--- src/rtl/mem_stage_pkg.sv ---
// mem_stage_pkg
//   Shared definitions for the MIPS32 memory-access stage: the memory
//   operation codes carried down from EX, the stage FSM encodings, and
//   small decode helpers used by mem_stage and load_align.
`timescale 1ns/1ps
package mem_stage_pkg;

    typedef enum logic [3:0] {
        MEM_NONE = 4'd0,
        MEM_LB   = 4'd1,
        MEM_LBU  = 4'd2,
        MEM_LH   = 4'd3,
        MEM_LHU  = 4'd4,
        MEM_LW   = 4'd5,
        MEM_SB   = 4'd6,
        MEM_SH   = 4'd7,
        MEM_SW   = 4'd8
    } mem_op_t;

    typedef enum logic {
        MEM_IDLE = 1'b0,
        MEM_WAIT = 1'b1
    } mem_state_t;

    // Encodings above MEM_SW are not operations; they collapse to MEM_NONE.
    function automatic mem_op_t decode_op(input logic [3:0] raw);
        return (raw <= 4'd8) ? mem_op_t'(raw) : MEM_NONE;
    endfunction

    function automatic logic op_is_store(input mem_op_t op);
        return (op == MEM_SB) || (op == MEM_SH) || (op == MEM_SW);
    endfunction

endpackage

--- src/rtl/mem_stage_load_align.sv ---
// load_align
//   Combinational load extractor: selects the byte/halfword addressed by
//   addr out of a 32-bit bus word and sign- or zero-extends it according
//   to the load op. Non-load ops return 0.
//   Ports:
//     op    in  4   memory op (mem_op_t)
//     addr  in  2   byte offset within the word
//     rdata in  32  raw bus word (little-endian lanes)
//     data  out 32  extended load data
`timescale 1ns/1ps
module load_align
    import mem_stage_pkg::*;
(
    input  mem_op_t     op,
    input  logic [1:0]  addr,
    input  logic [31:0] rdata,
    output logic [31:0] data
);

    logic [7:0]  byte_sel;
    logic [15:0] half_sel;

    always_comb begin
        byte_sel = 8'd0;
        case (addr)
            2'd0: byte_sel = rdata[7:0];
            2'd1: byte_sel = rdata[15:8];
            2'd2: byte_sel = rdata[23:16];
            2'd3: byte_sel = rdata[31:24];
            default: byte_sel = 8'd0;
        endcase
        // Halfword alignment guarantees addr[0]=0, so addr[1] picks the half.
        half_sel = addr[1] ? rdata[31:16] : rdata[15:0];

        data = 32'd0;
        case (op)
            MEM_LB:  data = {{24{byte_sel[7]}}, byte_sel};
            MEM_LBU: data = {24'd0, byte_sel};
            MEM_LH:  data = {{16{half_sel[15]}}, half_sel};
            MEM_LHU: data = {16'd0, half_sel};
            MEM_LW:  data = rdata;
            default: data = 32'd0;
        endcase
    end

endmodule

--- src/rtl/mem_stage.sv ---
// mem_stage
//   MIPS32 memory-access stage. Passes ALU results to write-back, runs
//   byte/half/word loads and stores over a req/ack bus, stalls upstream
//   while an access is outstanding, and drops misaligned accesses with a
//   one-cycle alignErr_o pulse. Output registers form the MEM/WB register.
//   Ports:
//     clk, rst                  clock, synchronous active-high reset
//     memOp_i, result_i,        instruction from EX/MEM (result_i is the
//     storeData_i, writeAddr_i,   effective address for memory ops)
//     writeEnable_i
//     result_o, writeAddr_o,    MEM/WB register (registered)
//     writeEnable_o
//     stallReq_o                combinational upstream stall
//     alignErr_o, badAddr_o     misalignment pulse and faulting address
//     busReq_o .. busWdata_o    registered bus request fields
//     busRdata_i, busAck_i      bus response
`timescale 1ns/1ps
module mem_stage
    import mem_stage_pkg::*;
(
    input  logic        clk,
    input  logic        rst,
    input  logic [3:0]  memOp_i,
    input  logic [31:0] result_i,
    input  logic [31:0] storeData_i,
    input  logic [4:0]  writeAddr_i,
    input  logic        writeEnable_i,
    output logic [31:0] result_o,
    output logic [4:0]  writeAddr_o,
    output logic        writeEnable_o,
    output logic        stallReq_o,
    output logic        alignErr_o,
    output logic [31:0] badAddr_o,
    output logic        busReq_o,
    output logic        busWe_o,
    output logic [31:0] busAddr_o,
    output logic [3:0]  busBe_o,
    output logic [31:0] busWdata_o,
    input  logic [31:0] busRdata_i,
    input  logic        busAck_i
);

    mem_state_t  state_reg;
    mem_op_t     op_reg;
    logic [1:0]  addr_lo_reg;

    logic [31:0] result_reg, bad_addr_reg, bus_addr_reg, bus_wdata_reg;
    logic [4:0]  write_addr_reg;
    logic        write_enable_reg, align_err_reg, bus_req_reg, bus_we_reg;
    logic [3:0]  bus_be_reg;

    mem_op_t     op_in;
    logic        is_mem, misaligned;
    logic [3:0]  be_next;
    logic [31:0] wdata_next, load_data;

    always_comb begin
        op_in      = decode_op(memOp_i);
        is_mem     = (op_in != MEM_NONE);
        misaligned = ((op_in == MEM_LH || op_in == MEM_LHU || op_in == MEM_SH) && result_i[0])
                   || ((op_in == MEM_LW || op_in == MEM_SW) && (result_i[1:0] != 2'b00));

        be_next    = 4'b0000;
        wdata_next = 32'd0;
        case (op_in)
            MEM_LB, MEM_LBU: be_next = 4'b0001 << result_i[1:0];
            MEM_LH, MEM_LHU: be_next = result_i[1] ? 4'b1100 : 4'b0011;
            MEM_LW:          be_next = 4'b1111;
            MEM_SB: begin
                be_next    = 4'b0001 << result_i[1:0];
                wdata_next = {4{storeData_i[7:0]}};
            end
            MEM_SH: begin
                be_next    = result_i[1] ? 4'b1100 : 4'b0011;
                wdata_next = {2{storeData_i[15:0]}};
            end
            MEM_SW: begin
                be_next    = 4'b1111;
                wdata_next = storeData_i;
            end
            default: begin
                be_next    = 4'b0000;
                wdata_next = 32'd0;
            end
        endcase
    end

    // Misaligned ops never start a bus cycle, so they never stall.
    assign stallReq_o = (state_reg == MEM_IDLE) ? (is_mem && !misaligned) : !busAck_i;

    // Extraction uses the op/offset latched at request time; the inputs
    // are held by the stall, but the latched copy keeps this independent.
    load_align u_load_align (
        .op    (op_reg),
        .addr  (addr_lo_reg),
        .rdata (busRdata_i),
        .data  (load_data)
    );

    always_ff @(posedge clk) begin
        if (rst) begin
            state_reg        <= MEM_IDLE;
            op_reg           <= MEM_NONE;
            addr_lo_reg      <= 2'b00;
            result_reg       <= 32'd0;
            write_addr_reg   <= 5'd0;
            write_enable_reg <= 1'b0;
            align_err_reg    <= 1'b0;
            bad_addr_reg     <= 32'd0;
            bus_req_reg      <= 1'b0;
            bus_we_reg       <= 1'b0;
            bus_addr_reg     <= 32'd0;
            bus_be_reg       <= 4'b0000;
            bus_wdata_reg    <= 32'd0;
        end else begin
            // Default: bubble into MEM/WB, no error pulse.
            result_reg       <= 32'd0;
            write_addr_reg   <= 5'd0;
            write_enable_reg <= 1'b0;
            align_err_reg    <= 1'b0;
            bad_addr_reg     <= 32'd0;
            case (state_reg)
                MEM_IDLE: begin
                    if (!is_mem) begin
                        result_reg       <= result_i;
                        write_addr_reg   <= writeAddr_i;
                        write_enable_reg <= writeEnable_i;
                    end else if (misaligned) begin
                        align_err_reg <= 1'b1;
                        bad_addr_reg  <= result_i;
                    end else begin
                        state_reg     <= MEM_WAIT;
                        op_reg        <= op_in;
                        addr_lo_reg   <= result_i[1:0];
                        bus_req_reg   <= 1'b1;
                        bus_we_reg    <= op_is_store(op_in);
                        bus_addr_reg  <= {result_i[31:2], 2'b00};
                        bus_be_reg    <= be_next;
                        bus_wdata_reg <= wdata_next;
                    end
                end
                MEM_WAIT: begin
                    if (busAck_i) begin
                        state_reg   <= MEM_IDLE;
                        bus_req_reg <= 1'b0;
                        if (!op_is_store(op_reg)) begin
                            result_reg       <= load_data;
                            write_addr_reg   <= writeAddr_i;
                            write_enable_reg <= writeEnable_i;
                        end
                    end
                end
                default: state_reg <= MEM_IDLE;
            endcase
        end
    end

    assign result_o      = result_reg;
    assign writeAddr_o   = write_addr_reg;
    assign writeEnable_o = write_enable_reg;
    assign alignErr_o    = align_err_reg;
    assign badAddr_o     = bad_addr_reg;
    assign busReq_o      = bus_req_reg;
    assign busWe_o       = bus_we_reg;
    assign busAddr_o     = bus_addr_reg;
    assign busBe_o       = bus_be_reg;
    assign busWdata_o    = bus_wdata_reg;

endmodule

--- config.mk ---
export PLATFORM = sky130hd
export DESIGN_NAME = mem_stage
export DESIGN_NICKNAME = d
export VERILOG_FILES = /design/src/rtl/mem_stage_pkg.sv /design/src/rtl/mem_stage_load_align.sv /design/src/rtl/mem_stage.sv
export SDC_FILE = /design/constraint.sdc
export NUM_CORES = 1
export LEC_CHECK = 0
export BUFFER_PORTS_ARGS = -buffer_cell sky130_fd_sc_hd__buf_2
export CORE_ASPECT_RATIO = 0.7
export CORE_MARGIN = 3
export CORE_UTILIZATION = 50
export CTS_BUF_LIST = sky130_fd_sc_hd__clkbuf_2 sky130_fd_sc_hd__clkbuf_4 sky130_fd_sc_hd__clkbuf_8
export DETAILED_ROUTE_END_ITERATION = 16
export MAX_ROUTING_LAYER = met4
export PLACE_DENSITY = 0.91
export SYNTH_ARGS = -nofsm -noshare
export SYNTH_HDL_FRONTEND = slang
export SYNTH_SLANG_ARGS = --single-unit
--- constraint.sdc ---
create_clock -name clk -period 2.3 [get_ports clk]
set_input_delay 0.46 -clock clk [delete_from_list [all_inputs] [get_ports clk]]
set_output_delay 0.46 -clock clk [all_outputs]
set_load 0.01 [all_outputs]
==> PnR_summary.wiki <==
{| class="wikitable"
! Metric !! Value
|-
| Result of the run || complete, no violations
|-
| DRC errors left || 0
|-
| Maximum count of clock buffers along a single path || 2
|-
| First-pass GRT wire length || 32.05 mm
|-
| # Post-CTS Setup Buffers || 0
|-
| Max Clk Rate || 481.1 MHz
|-
| Maximum fanout encountered on the critical timing path || 18
|-
| Net switching fraction of the power || 0.2878
|-
| Clock transition at the registers of the reported paths || 0.08 ns
|-
| Area of the die || 14,070 sq um
|-
| Proportion of layout cells with a drive suffix above 1 || 0.3711
|-
| Final worst path period share || 0.9037
|-
| Post-place instance area || 7721 sq um
|-
| Multi-input logic area || 2912 sq um
|-
| Synth Instances || 668
|-
| Synth cell types || 55
|-
| Proportion of netlist area held by the largest area contributor || 0.4616
|-
| Ports placed on the boundary || 251
|-
| Number of hold buffers added after CTS || 0
|-
| Iter 0 DRT Violations || 915
|-
| Clock insertion delay at the later pin of the skew report || 0.43 ns
|-
| Slew margin rel. || 0.2383
|-
| Maximum number of pins on one net before global-route repair || 46
|-
| Buffer type at the clock tree root || clkbuf_8
|-
| Netlist area before placement || 6332 sq um
|-
| Synthesis-to-finish area growth || 28.93%
|-
| Worst min-delay path category || input port to flop
|-
| Proportion of synthesized chip area in sequential cells || 0.4616
|-
| Slack of the worst reg-to-reg path || 0.32 ns
|-
| FFs w/ async S/R, synth || 0
|-
| Number of global-route vias before repair || 5,977
|-
| Switching power of the nets || 1.673 mW
|-
| Worst IR drop on VDD || 0.5296 mV
|-
| Filler instances || 960
|-
| Critical setup path kind || input port to output port
|-
| Critical path buffers and inverters || 2
|-
| Area occupied by registers || 2923 sq um
|-
| RSZ-0062 raised after global routing || no
|-
| Cell-by-cell listing of the critical path || buf_2 > nor4b_2 > o21a_1 > o41a_1 > buf_2
|-
| Routability Congestion || 0.9725
|-
| Number of flops mapped to enable cells by yosys || 0
|-
| Vias per cell || 5.877
|-
| Stage delay of the slowest cell on the critical path || 0.41 ns
|-
| Antenna-violating nets left || 0
|-
| Main flop type after synthesis || dfxtp_1
|-
| Via count || 6,259
|-
| Length in cells of the worst reg-to-reg path || 4
|-
| DR WL/cell || 19.56 microns
|-
| Largest area contributor in the synthesized netlist || dfxtp_1
|-
| CTS Sinks || 146
|-
| Critical Path End Type || output port
|-
| Number of gates given a new drive strength after cts || 0
|-
| Number of hold violations in the final report || 0
|-
| Overall die height || 100.2 microns
|-
| Final Critical Period || 2.079 ns
|-
| Number of violations of the max-capacitance limit || 0
|-
| Clock tree from TritonCTS || built
|-
| Post-synthesis sequential element count || 146
|-
| Total global-route track usage || 0.2971
|-
| Final count of negative-setup-slack endpoints || 0
|-
| Int Power || 4.139 mW
|-
| Critical path's top delay family || compound AO/OA/AOI/OAI gates
|-
| Avg Inst Size Synth || 9.480 sq um
|-
| Master of the slowest instance on the critical path || o41a_1
|-
| Final-report max-slew violation count || 0
|-
| Final worst clock skew || 0.01327 ns
|-
| Final Net Count || 1,004
|-
| Number of warnings issued by yosys || 0
|-
| Relative contribution of combinational cells to total power || 0.154
|-
| Number of standard-cell rows in the floorplan || 33
|-
| Leakage Power || 3.706 nW
|-
| TritonCTS buffer count || 17
|-
| Starting density of the core || 0.5270
|-
| Number of I/O port buffers || 248
|-
| Share of total power in the clock network || 0.384
|-
| Overall die width || 140.5 microns
|-
| Worst slew pin tran || 1.134 ns
|-
| Number of cells on the worst hold path || 2
|-
| Final non-filler cell area || 8164 sq um
|-
| Setup TNS || 0 ns
|-
| Seq pwr share || 0.462
|-
| Core outline area || 12,020 sq um
|-
| First-pass DRT Iterations || 8
|-
| Synth area leaders || dfxtp_1, mux2i_1, nand2_1
|-
| Inserted Diodes || 0
|-
| Total congestion overflow after global routing || 0
|-
| Most frequent CP cell || buf_2
|-
| R2R Path Start || op_reg[0]
|-
| Most frequent cells after synthesis || dfxtp_1, nand2_1, inv_1, mux2i_1, a21oi_1
|-
| Worst Hold Path EP || writeAddr_o[4]
|-
| Total Power || 5.812 mW
|-
| Top-count cell post-synth || dfxtp_1
|-
| Number of antenna violations at the first check in global routing || 0
|-
| Kind of start point of the critical path || input port
|-
| Sum of routed wire length over all layers || 20.83 mm
|-
| Required arrival time at the worst endpoint || 1.84 ns
|-
| CTS H-Tree Depth || 4
|-
| Critical hold path startpoint || writeAddr_i[4]
|-
| Detailed-placement wirelength estimate || 15.08 mm
|-
| Data arrival time of the worst path || 1.62 ns
|-
| Ratio of total power to cell area || 711.9 nW/um^2
|-
| Endpoint of the lowest-slack register-to-register path || result_o[7]
|}
==> cell families after synthesis <==
family	count (synthesis)	share of synthesized area
buf+inv	122	0.08477
simple gates	175	0.1318
xor+xnor	1	0.001383
compound gates	171	0.2217
mux	52	0.09820
other cells	1	0.0005922
flops	146	0.4616
==> routing by layer <==
metal | global-route usage | part of all wire | wire (microns)
met1 | 0.4064 | 0.41 | 8611
met2 | 0.4257 | 0.44 | 9214
met3 | 0.08667 | 0.12 | 2594
met4 | 0.09456 | 0.019 | 406
met5 | - | 0 | 0
==> metrics by stage <==
stage | util | std cells | setup WS (ns) | hold slack [ns]
detailed placement | 0.6426 | 1033 | 0.1420 | 0.4457
global route | 0.6795 | 1065 | 0.1606 | 0.2043
finish | 0.6795 | 1065 | 0.2214 | 0.2260
CTS | 0.6792 | 1065 | 0.2229 | 0.1991
floorplan | - | 669 | 0.5043 | 0.4726
global placement | 0.6426 | 1033 | 0.2502 | 0.4336
==> layout by cell type (no fill, tap or decap), types with 4 or more instances in the layout <==
cell	netlist	layout
nor2_1	6	4
mux2i_1	43	43
a22oi_1	23	23
and2_1	7	7
inv_1	57	57
nand2_1	99	99
buf_12	0	5
o21ai_0	10	10
a222oi_1	8	8
a21boi_0	7	7
nor2b_1	6	6
mux4_2	8	8
inv_6	0	6
a21oi_1	37	37
and3b_1	5	5
dfxtp_1	146	146
o32ai_1	16	16
o32ai_2	14	14
nand3_1	31	31
buf_2	15	248
o221ai_1	15	15
clkbuf_8	0	18
a221o_1	16	16
o21a_1	4	4
buf_4	6	18
==> worst reg2reg max path, stage by stage (launching register included) <==
cell and delay (ns):
dfxtp_1 0.49, xnor2_1 0.11, nor3_1 0.87, a22oi_1 0.19
o221ai_1 0.24
==> worst max path at each step <==
stage / startpoint / end / slack (ns) / depth (start not counted)
global route: memOp_i[3] / stallReq_o / 0.16 / 5
finish: memOp_i[3] / stallReq_o / 0.22 / 5
global placement: memOp_i[3] / stallReq_o / 0.25 / 5
CTS: memOp_i[3] / stallReq_o / 0.22 / 5
floorplan: memOp_i[2] / busWdata_o[25] / 0.50 / 7
detailed placement: memOp_i[3] / busAddr_o[20] / 0.14 / 6
==> power groups by stage <==
stage               combinational (mW)  sequential (mW)  clock [mW]
detailed placement               0.874             2.74           0
CTS                              0.879             2.69        2.25
floorplan                        0.456             2.78           0
global route                     0.964             2.70        2.35
finish                           0.894             2.69        2.23
global placement                 0.856             2.74           0
==> cell type report <==
cell class	instances	share of cell area
clock inverters	14	0.02345
flip-flops and latches	146	0.3580
clock buffers	18	0.03034
multi-input cells	401	0.3566
well taps	157	0.02406
inverters	58	0.02667
repair buffers	271	0.1808
(Power assumes the default switching activity.)
